### src/rtl/servo_ramp.sv
// servo_ramp: bus-mapped motion sequencer that walks a servo position toward a
// programmed target, one step per programmed interval. Each new position is
// presented to the PWM peripheral with a one-cycle strobe.
//
// Register map (byte offsets from SERVO_RAMP_ADDRESS):
//   +0 TARGET (RW)   +1 STEP (RW, 0 behaves as 1)   +2 RATE (RW, step every RATE+1 ticks)
//   +3 CTRL (RW): bit0 enable, bit1 irq_en, bit4 busy (RO), bit5 done (W1C)
//   +4 POS (RO)
//
// Ports:
//   clk, rst        clock, asynchronous active-high reset
//   din, address    bus write data / address
//   w_en, r_en      single-cycle bus write / read strobes
//   dout            registered read data (0 when no mapped read)
//   pos_out         current position to the PWM peripheral
//   pos_valid       one-cycle write strobe for pos_out
//   busy            ramp in progress
//   irq             done & irq_en
//
// Build option: define SERVO_RAMP_IRQ_EN to implement CTRL.irq_en and the
// interrupt; otherwise irq_en reads 0 and irq is tied low.

module servo_ramp #(
  parameter logic [7:0] SERVO_RAMP_ADDRESS = 8'h00,
  parameter int         CLK_TICK_DIV       = 16000
) (
  input  logic       clk,
  input  logic       rst,
  input  logic [7:0] din,
  input  logic [7:0] address,
  input  logic       w_en,
  input  logic       r_en,
  output logic [7:0] dout,
  output logic [7:0] pos_out,
  output logic       pos_valid,
  output logic       busy,
  output logic       irq
);

  localparam logic [1:0] S_IDLE = 2'd0;
  localparam logic [1:0] S_WAIT = 2'd1;
  localparam logic [1:0] S_MOVE = 2'd2;

  localparam logic [15:0] TICK_LAST = 16'(CLK_TICK_DIV - 1);

  localparam logic [7:0] A_TARGET = SERVO_RAMP_ADDRESS;
  localparam logic [7:0] A_STEP   = SERVO_RAMP_ADDRESS + 8'd1;
  localparam logic [7:0] A_RATE   = SERVO_RAMP_ADDRESS + 8'd2;
  localparam logic [7:0] A_CTRL   = SERVO_RAMP_ADDRESS + 8'd3;
  localparam logic [7:0] A_POS    = SERVO_RAMP_ADDRESS + 8'd4;

  // Saturating moves use a 9-bit intermediate so the position never wraps.
  function automatic logic [7:0] step_up(input logic [7:0] p, input logic [7:0] s,
                                         input logic [7:0] t);
    logic [8:0] sum;
    sum = {1'b0, p} + {1'b0, s};
    return (sum >= {1'b0, t}) ? t : sum[7:0];
  endfunction

  function automatic logic [7:0] step_down(input logic [7:0] p, input logic [7:0] s,
                                           input logic [7:0] t);
    logic [8:0] diff;
    diff = {1'b0, p} - {1'b0, s};
    return (diff[8] || (diff[7:0] <= t)) ? t : diff[7:0];
  endfunction

  logic [7:0]  target;
  logic [7:0]  step;
  logic [7:0]  rate;
  logic        enable;
  logic        irq_en_bit;
  logic        done;
  logic [7:0]  pos;
  logic [1:0]  state;
  logic [7:0]  rate_cnt;
  logic [15:0] tick_cnt;
  logic        tick;

  logic        wr_target, wr_step, wr_rate, wr_ctrl;
  logic [7:0]  eff_step;
  logic [7:0]  next_pos;
  logic        done_set;
  logic [7:0]  rd_data;

  assign wr_target = w_en && (address == A_TARGET);
  assign wr_step   = w_en && (address == A_STEP);
  assign wr_rate   = w_en && (address == A_RATE);
  assign wr_ctrl   = w_en && (address == A_CTRL);

  assign eff_step = (step == 8'd0) ? 8'd1 : step;
  assign tick     = (tick_cnt == TICK_LAST);
  assign busy     = (state != S_IDLE);
  assign pos_out  = pos;

  always_comb begin
    next_pos = pos;
    if (target > pos)      next_pos = step_up(pos, eff_step, target);
    else if (target < pos) next_pos = step_down(pos, eff_step, target);
  end

  // Arrival either by a final move, or by enabling (0 -> 1) while already on target.
  always_comb begin
    done_set = 1'b0;
    if (state == S_MOVE && enable && next_pos == target)
      done_set = 1'b1;
    if (state == S_IDLE && wr_ctrl && din[0] && !enable && pos == target)
      done_set = 1'b1;
  end

`ifdef SERVO_RAMP_IRQ_EN
  always_ff @(posedge clk or posedge rst) begin
    if (rst)          irq_en_bit <= 1'b0;
    else if (wr_ctrl) irq_en_bit <= din[1];
  end
  assign irq = done & irq_en_bit;
`else
  assign irq_en_bit = 1'b0;
  assign irq        = 1'b0;
`endif

  always_comb begin
    rd_data = 8'd0;
    if (r_en) begin
      case (address)
        A_TARGET: rd_data = target;
        A_STEP:   rd_data = step;
        A_RATE:   rd_data = rate;
        A_CTRL:   rd_data = {2'b00, done, busy, 2'b00, irq_en_bit, enable};
        A_POS:    rd_data = pos;
        default:  rd_data = 8'd0;
      endcase
    end
  end

  // Free-running timebase; bus activity never disturbs it.
  always_ff @(posedge clk or posedge rst) begin
    if (rst)  tick_cnt <= 16'd0;
    else      tick_cnt <= tick ? 16'd0 : tick_cnt + 16'd1;
  end

  always_ff @(posedge clk or posedge rst) begin
    if (rst) dout <= 8'd0;
    else     dout <= rd_data;
  end

  always_ff @(posedge clk or posedge rst) begin
    if (rst) begin
      target    <= 8'd0;
      step      <= 8'd1;
      rate      <= 8'd0;
      enable    <= 1'b0;
      done      <= 1'b0;
      pos       <= 8'd0;
      pos_valid <= 1'b0;
      state     <= S_IDLE;
      rate_cnt  <= 8'd0;
    end else begin
      pos_valid <= 1'b0;
      if (wr_target) target <= din;
      if (wr_step)   step   <= din;
      if (wr_rate)   rate   <= din;
      if (wr_ctrl)   enable <= din[0];

      // Set beats a simultaneous write-one-to-clear.
      if (done_set)                done <= 1'b1;
      else if (wr_ctrl && din[5])  done <= 1'b0;

      case (state)
        S_IDLE: begin
          if (enable && pos != target) begin
            state    <= S_WAIT;
            rate_cnt <= rate;
          end
        end
        S_WAIT: begin
          if (!enable) state <= S_IDLE;
          else if (tick) begin
            if (rate_cnt == 8'd0) state    <= S_MOVE;
            else                  rate_cnt <= rate_cnt - 8'd1;
          end
        end
        S_MOVE: begin
          if (!enable) state <= S_IDLE;
          else begin
            // Target may have been rewritten to pos: no change, no strobe.
            if (next_pos != pos) begin
              pos       <= next_pos;
              pos_valid <= 1'b1;
            end
            if (next_pos == target) state <= S_IDLE;
            else begin
              state    <= S_WAIT;
              rate_cnt <= rate;
            end
          end
        end
        default: state <= S_IDLE;
      endcase
    end
  end

endmodule
### config.mk
export PLATFORM = sky130hd
export DESIGN_NAME = servo_ramp
export DESIGN_NICKNAME = d
export VERILOG_FILES = /design/src/rtl/servo_ramp.sv
export SDC_FILE = /design/constraint.sdc
export NUM_CORES = 1
export LEC_CHECK = 0
export ABC_AREA = 1
export CORE_MARGIN = 2
export CORE_UTILIZATION = 50
export CTS_BUF_LIST = sky130_fd_sc_hd__clkbuf_8 sky130_fd_sc_hd__clkbuf_16
export DETAILED_ROUTE_END_ITERATION = 10
export DONT_BUFFER_PORTS = 1
export PLACE_DENSITY = 0.73
export SYNTH_ARGS = -nofsm -noshare
export SYNTH_HDL_FRONTEND = slang
export SYNTH_SLANG_ARGS = --single-unit
### constraint.sdc
create_clock -name clk -period 5 [get_ports clk]
set_input_delay 0.75 -clock clk [delete_from_list [all_inputs] [get_ports clk]]
set_output_delay 0.75 -clock clk [all_outputs]
set_load 0.005 [all_outputs]
== Yosys cells after proc, flatten, opt, wreduce, memory -nomap -nowiden ==
Cells that the tools add are included.

* Flip-flop bits (word level): 69
* Input bits: 20
* Logic and storage cells: 91

* Equal/unequal tests: 19
* Order comparisons: 4
* Add/sub/neg operators: 4
* Reductions and logical operators: 24
* Multiplexer cells: 29

{| class="wikitable"
|+ Operators by type and width
! cell !! count
|-
| $mux 8 || 12
|-
| $pmux 8 s5 || 1
|-
| $logic_not 8->1 || 3
|-
| $pmux 8 s3 || 1
|-
| $add 16x1->16 const B || 1
|-
| $eq 16x14->1 const B || 1
|-
| $eq 8x2->1 const B || 2
|-
| $eq 8x8->1 || 2
|-
| $mux 16 || 1
|-
| $ne 8x8->1 || 2
|-
| $logic_and 1x1->1 || 12
|-
| $ne 2x2->1 const B || 5
|-
| $add 8x8->9 || 1
|-
| $ge 9x8->1 || 1
|-
| $mux 1 || 9
|-
| $sub 8x8->9 || 1
|-
| $eq 8x1->1 const B || 1
|-
| $eq 8x3->1 const B || 1
|-
| $gt 8x8->1 || 1
|-
| $le 8x8->1 || 1
|-
| $lt 8x8->1 || 1
|-
| $mux 2 || 4
|-
| $sub 8x1->8 const B || 1
|-
| $reduce_and 7->1 || 1
|-
| other kinds (11) || 14
|}

== Longest topological paths before layout ==
* Depth in word-level cells: 13
* Gate-level depth with buffers: 31

== Worst setup path before layout ==
Ideal clock, no wire load.

* Path kind: register to register
* Start: reg step[6]
* End: reg pos[1], in the netlist pos_out[1]
* Library setup time: 0.065 ns
* Path slack: 1.237 ns
* Stages on the path, launching flop included: 31
* Arrival: 3.698 ns
* Cells stage by stage: dfrtp_1 -> inv_1 -> nand4_1 -> o41ai_1 -> ha_1 -> inv_1 -> fa_1 -> nand3_1 -> nand4_1 -> nand2_1 -> inv_1 -> ha_1 -> nand2_1 -> nor2_2 -> nand2_1 -> nand2_4 -> nand3_4 -> buf_6 -> nand2_1 -> nand3_2 -> nand2_1 -> nand2_1 -> nand2_1 -> nand2_1 -> nand2_1 -> nand2_1 -> nor2_4 -> nand2_4 -> nand2_4 -> nand2_1 -> nand2_1

* Cells in the longest elaborated chain, start to end: 10
* Elaborated cells between the ends (all ways): 13
* Those cells by class: 2 x add/sub; 2 x order compare; 1 x eq/ne; 5 x mux; 3 x reduce/logical

{| class="wikitable"
|+ Ends and longest elaborated chain
! item !! RTL line !! source
|-
| start: declaration || 68 || <nowiki>logic [7:0] step;</nowiki>
|-
| start signal: assignment || 160 || <nowiki>if (wr_step) step <= din;</nowiki>
|-
| $logic_not 8->1 || 90 || <nowiki>assign eff_step = (step == 8'd0) ? 8'd1 : step;</nowiki>
|-
| $mux 8 * || 90 ||
|-
| $sub 8x8->9 || 63 || <nowiki>diff = {1'b0, p} - {1'b0, s};</nowiki>
|-
| $le 8x8->1 || 64 || <nowiki>return (diff[8] || (diff[7:0] <= t)) ? t : diff[7:0];</nowiki>
|-
| $logic_or 1x1->1 || 64 ||
|-
| $mux 8 || 64 ||
|-
| $mux 8 || 98 || <nowiki>else if (target < pos) next_pos = step_down(pos, eff_step, target);</nowiki>
|-
| $mux 8 * || 97 || <nowiki>if (target > pos) next_pos = step_up(pos, eff_step, target);</nowiki>
|-
| $ne 8x8->1 || 186 || <nowiki>if (next_pos != pos) begin</nowiki>
|-
| $reduce_and 3->1 (no source line) || - ||
|-
| end signal: assignment || 187 || <nowiki>pos <= next_pos;</nowiki>
|-
| end: declaration || 73 || <nowiki>logic [7:0] pos;</nowiki>
|}

Mark *: on every way between the ends. The rest lies on a longest branch, timed or not.
A chain may end at the register's enable or synchronous reset.

== Worst setup path in the final report ==
* Start: reg step[6]
* End: reg rate_cnt[2]

* Cells in the longest elaborated chain, start to end: 11
* Elaborated cells between the ends (all ways): 14
* Those cells by class: 2 x add/sub; 2 x order compare; 2 x eq/ne; 5 x mux; 3 x reduce/logical

{| class="wikitable"
|+ Ends and longest elaborated chain
! item !! RTL line !! source
|-
| $logic_not 8->1 || 90 ||
|-
| $mux 8 * || 90 ||
|-
| $sub 8x8->9 || 63 ||
|-
| $le 8x8->1 || 64 ||
|-
| $logic_or 1x1->1 || 64 ||
|-
| $mux 8 || 64 ||
|-
| $mux 8 || 98 ||
|-
| $mux 8 * || 97 ||
|-
| $eq 8x8->1 * || 190 || <nowiki>if (next_pos == target) state <= S_IDLE;</nowiki>
|-
| $ne 2x2->1 (no source line) * || - ||
|-
| $reduce_and 7->1 (no source line) * || - ||
|-
| end signal: assignment || 172 || <nowiki>rate_cnt <= rate;</nowiki>
|-
| end signal: assignment || 179 || <nowiki>else rate_cnt <= rate_cnt - 8'd1;</nowiki>
|-
| end signal: assignment || 193 || <nowiki>rate_cnt <= rate;</nowiki>
|-
| end: declaration || 75 || <nowiki>logic [7:0] rate_cnt;</nowiki>
|}

Marks and branches as above.

==> results.sh <==
export IMPL_cts_hold_buffers=0
export IMPL_clk_latency_ns=0.34
export IMPL_synth_net_count=921
export IMPL_viasPerCell=5.513
export IMPL_peakVddDrop_mv=0.3850
export IMPL_clkPwrFrac=0.131
export IMPL_cp_start_kind="register"
export IMPL_dp_hpwl_microns=12250
export IMPL_layout_nets=919
export IMPL_worstRegToRegCells=27
export IMPL_cts_root_buf="clkbuf_16"
export IMPL_gp_congestion=0.9846
export IMPL_combPwrFrac=0.714
export IMPL_p_int_w=0.002182
export IMPL_worst_pin_slew_ns=0.8776
export IMPL_drv_cap=0
export IMPL_syn_inst=855
export IMPL_place_ws_ns=0.6093
export IMPL_powerDensity_nw_per_um2=782.2
export IMPL_synth_area_sq_um=5846
export IMPL_finalSetupViolations=0
export IMPL_met1_usage=0.3774
export IMPL_drive_above_1_share=0.07925
export IMPL_io_pins=39
export IMPL_remaining_drc_errors=0
export IMPL_synth_top_area_frac=0.2911
export IMPL_p_total_w=0.004880
export IMPL_wl_per_cell_microns=15.48
export IMPL_grt_pass1_vias=4988
export IMPL_cp_max_fo=9
export IMPL_report_final_slew_viol_count=0
export IMPL_clock_skew_ns=0.005856
export IMPL_cts_htree_levels=3
export IMPL_ys_ff_latch=69
export IMPL_insertedDiodeCount=0
export IMPL_min_period_ns=4.462
export IMPL_path_class="reg2reg"
export IMPL_met2_usage=0.3803
export IMPL_layout_core_utilization=0.5464
export IMPL_port_buffers=0
export IMPL_first_pass_iters=6
export IMPL_core_area_sq_um=11420
export IMPL_seqPwrFrac=0.155
export IMPL_start_util=0.5119
export IMPL_multi_input_area_sq_um=3472
export IMPL_net_switching_power_w=0.002698
export IMPL_ys_warn_count=0
export IMPL_totalWireLength_microns=15500
export IMPL_n_fill_cell=1098
export IMPL_finalSetupTns_ns=0
export IMPL_gr_max_usage_layer="met2"
export IMPL_sw_frac_of_total=0.5529
export IMPL_r2r_slack_ns=0.54
export IMPL_grt_use_total=0.2554
export IMPL_rows=39
export IMPL_cts_sinks=69
export IMPL_cts_buffers_inserted=9
export IMPL_detail_route_antenna_nets=0
export IMPL_synth_async_reset_ratio=1.000
export IMPL_crit_required_ns=5.27
export IMPL_run_status="finished clean"
export IMPL_rsz0062_at_grt="no"
export IMPL_yosysTopAreaCell="dfrtp_1"
export IMPL_area_growth_pct=6.721
export IMPL_ys_seq_area_frac=0.2956
export IMPL_grt_ovfl_total=0
export IMPL_postCtsSetupBuffers=0
export IMPL_fin_ws_ns=0.5381
export IMPL_cts_tree="done"
export IMPL_dieArea_sq_um=12570
export IMPL_vias=5519
export IMPL_yosys_most_used_dff="dfrtp_1"
export IMPL_end_kind="register"
export IMPL_avgSynthCellArea_sq_um=6.837
export IMPL_clockBufferDepth=2
export IMPL_p_leak_nw=3.276
export IMPL_slew_headroom=0.4096
export IMPL_worstPathArrival_ns=4.73
export IMPL_synth_edff_count=0
export IMPL_first_iter_violations=569
export IMPL_reg2reg_from="step[6]"
export IMPL_r2r_end="rate_cnt[2]"
export IMPL_regArea_sq_um=1728
export IMPL_hold_violations=0
export IMPL_grt_use_met3=0.05562
export IMPL_hold_path_class="in2async"
export IMPL_ys_types=47
export IMPL_die_h_microns=112.1
export IMPL_grt_max_degree=43
export IMPL_cts_reportedPaths_clkPinSlew_ns=0.06
export IMPL_max_freq_ghz=0.2241
export IMPL_cts_resized=0
export IMPL_synth_area_top_cells="dfrtp_1 29%, nand2_1 16%, ha_1 9.4%"
export IMPL_min_period_over_period=0.8924
export IMPL_die_x_microns=112.1
export IMPL_grt_pass1_wl_microns=25720
export IMPL_antenna_found_initial=0
-- cell usage in the layout (no fill, tap or decap), types with 2 or more instances in the layout --
| master | count |
|---|---|
| nand2_1 | 254 |
| inv_1 | 129 |
| nand3_1 | 98 |
| dfrtp_1 | 68 |
| nor2_1 | 57 |
| ha_1 | 44 |
| o21ai_0 | 40 |
| nand4_1 | 26 |
| a21oi_1 | 24 |
| o22ai_1 | 9 |
| nand2_2 | 9 |
| clkbuf_16 | 9 |
| xor2_1 | 8 |
| inv_2 | 7 |
| a31oi_1 | 6 |
| nand2_4 | 5 |
| buf_4 | 5 |
| a221oi_1 | 4 |
| nor2_2 | 4 |
| nand3_4 | 4 |
| nand3_2 | 4 |
| nor3_1 | 3 |
| a21oi_2 | 3 |
| nor2_4 | 3 |
| nor4_1 | 3 |
| clkinvlp_4 | 3 |
| xnor2_1 | 2 |
| o21ai_1 | 2 |
| nor4_2 | 2 |
| o21bai_1 | 2 |
| fa_1 | 2 |
| clkinv_2 | 2 |
-- worst max-delay path: stages, from the launching register on --
cell	delay, ns
dfrtp_1	0.42
inv_1	0.12
nand4_1	0.10
o41ai_1	0.45
ha_1	0.24
inv_1	0.08
fa_1	0.44
nand3_1	0.13
nand4_1	0.08
nand2_1	0.09
inv_1	0.05
ha_1	0.26
nand2_1	0.07
nor2_2	0.18
nand2_1	0.13
a21oi_1	0.30
nand3_1	0.14
nand3_1	0.14
nand2_1	0.10
nand2_2	0.11
nand2_1	0.06
nand2_1	0.06
nand2_1	0.08
nor2_4	0.16
nand3_4	0.16
nand2_4	0.14
nand2_1	0.06
nand2_1	0.06
-- sequential cells by signal, indices dropped and copies added (netlist names) --
name and cells:
tick_cnt 16, dout 8, pos_out 8, rate 8, rate_cnt 8, step 8, target 8, state 2
done 1, enable 1, pos_valid 1
-- cells by family (layout without fill, tap and decap cells) --
family                   Yosys count  count (layout)  synth area share
AND/OR/NAND/NOR                  477             477            0.3810
buffers and inverters            156             159            0.1104
AO/OA/AOI/OAI                     96              96           0.09632
flip-flops                        69              69            0.2956
adder cells (fa/ha/maj)           46              46            0.1010
XOR/XNOR                          10              10           0.01498
other                              1               1         0.0006415
-- worst max path at each step --
stage | start | to | slack, ns | cells after the start
after floorplan | step[6] | pos_out[1] | 1.24 | 30
after global placement | step[6] | rate_cnt[3] | 0.72 | 27
after detailed placement | step[6] | rate_cnt[5] | 0.61 | 27
after CTS | step[6] | rate_cnt[2] | 0.57 | 27
after global routing | step[6] | rate_cnt[4] | 0.11 | 27
final | step[6] | rate_cnt[2] | 0.54 | 27
-- cell type report --
class / instances / area share
Multi-Input combinational cell: 630 / 0.5566
Sequential cell: 69 / 0.2770
Inverter: 138 / 0.08343
Clock buffer: 10 / 0.03831
Tap cell: 143 / 0.02868
Clock inverter: 6 / 0.01003
Timing Repair Buffer: 5 / 0.006017
-- Yosys cell counts, types with 2 or more instances --
cell type / number
a21oi_1: 24
a21oi_2: 3
a221oi_1: 4
a31oi_1: 6
buf_4: 7
buf_6: 4
clkbuf_1: 6
dfrtp_1: 68
fa_1: 2
ha_1: 44
inv_1: 130
inv_2: 6
nand2_1: 254
nand2_2: 9
nand2_4: 5
nand3_1: 98
nand3_2: 4
nand3_4: 4
nand4_1: 26
nor2_1: 57
nor2_2: 4
nor2_4: 3
nor3_1: 3
nor4_1: 3
nor4_2: 2
o21ai_0: 40
o21ai_1: 2
o21bai_1: 2
o22ai_1: 9
xnor2_1: 2
xor2_1: 8
-- layer usage --
layer / part of all wire / vias up / wire length [microns]
met2: 0.43 / 233 / 6723
met5: 0 / - / 0
li1: - / 2773 / -
met1: 0.46 / 2492 / 7196
met4: 0.016 / 0 / 252
met3: 0.086 / 21 / 1325
-- power groups by stage --
stage | Sequential (W) | Clock [W] | Combinational [W]
2_1_floorplan | 0.000726 | 0 | 0.00286
3_3_place_gp | 0.000760 | 0 | 0.00340
3_5_place_dp | 0.000761 | 0 | 0.00342
4_1_cts | 0.000751 | 0.000649 | 0.00343
5_1_grt | 0.000767 | 0.000669 | 0.00394
6_report | 0.000755 | 0.000641 | 0.00348
-- through the flow --
stage	hold WS (ns)	std cells	area, sq um
2_1_floorplan	0.4329	855	5846
3_3_place_gp	0.4555	985	5937
3_5_place_dp	0.4655	985	5937
4_1_cts	0.3700	1001	6238
5_1_grt	0.4016	1001	6238
6_report	0.3617	1001	6238
Power figures use the tool's default switching activity.
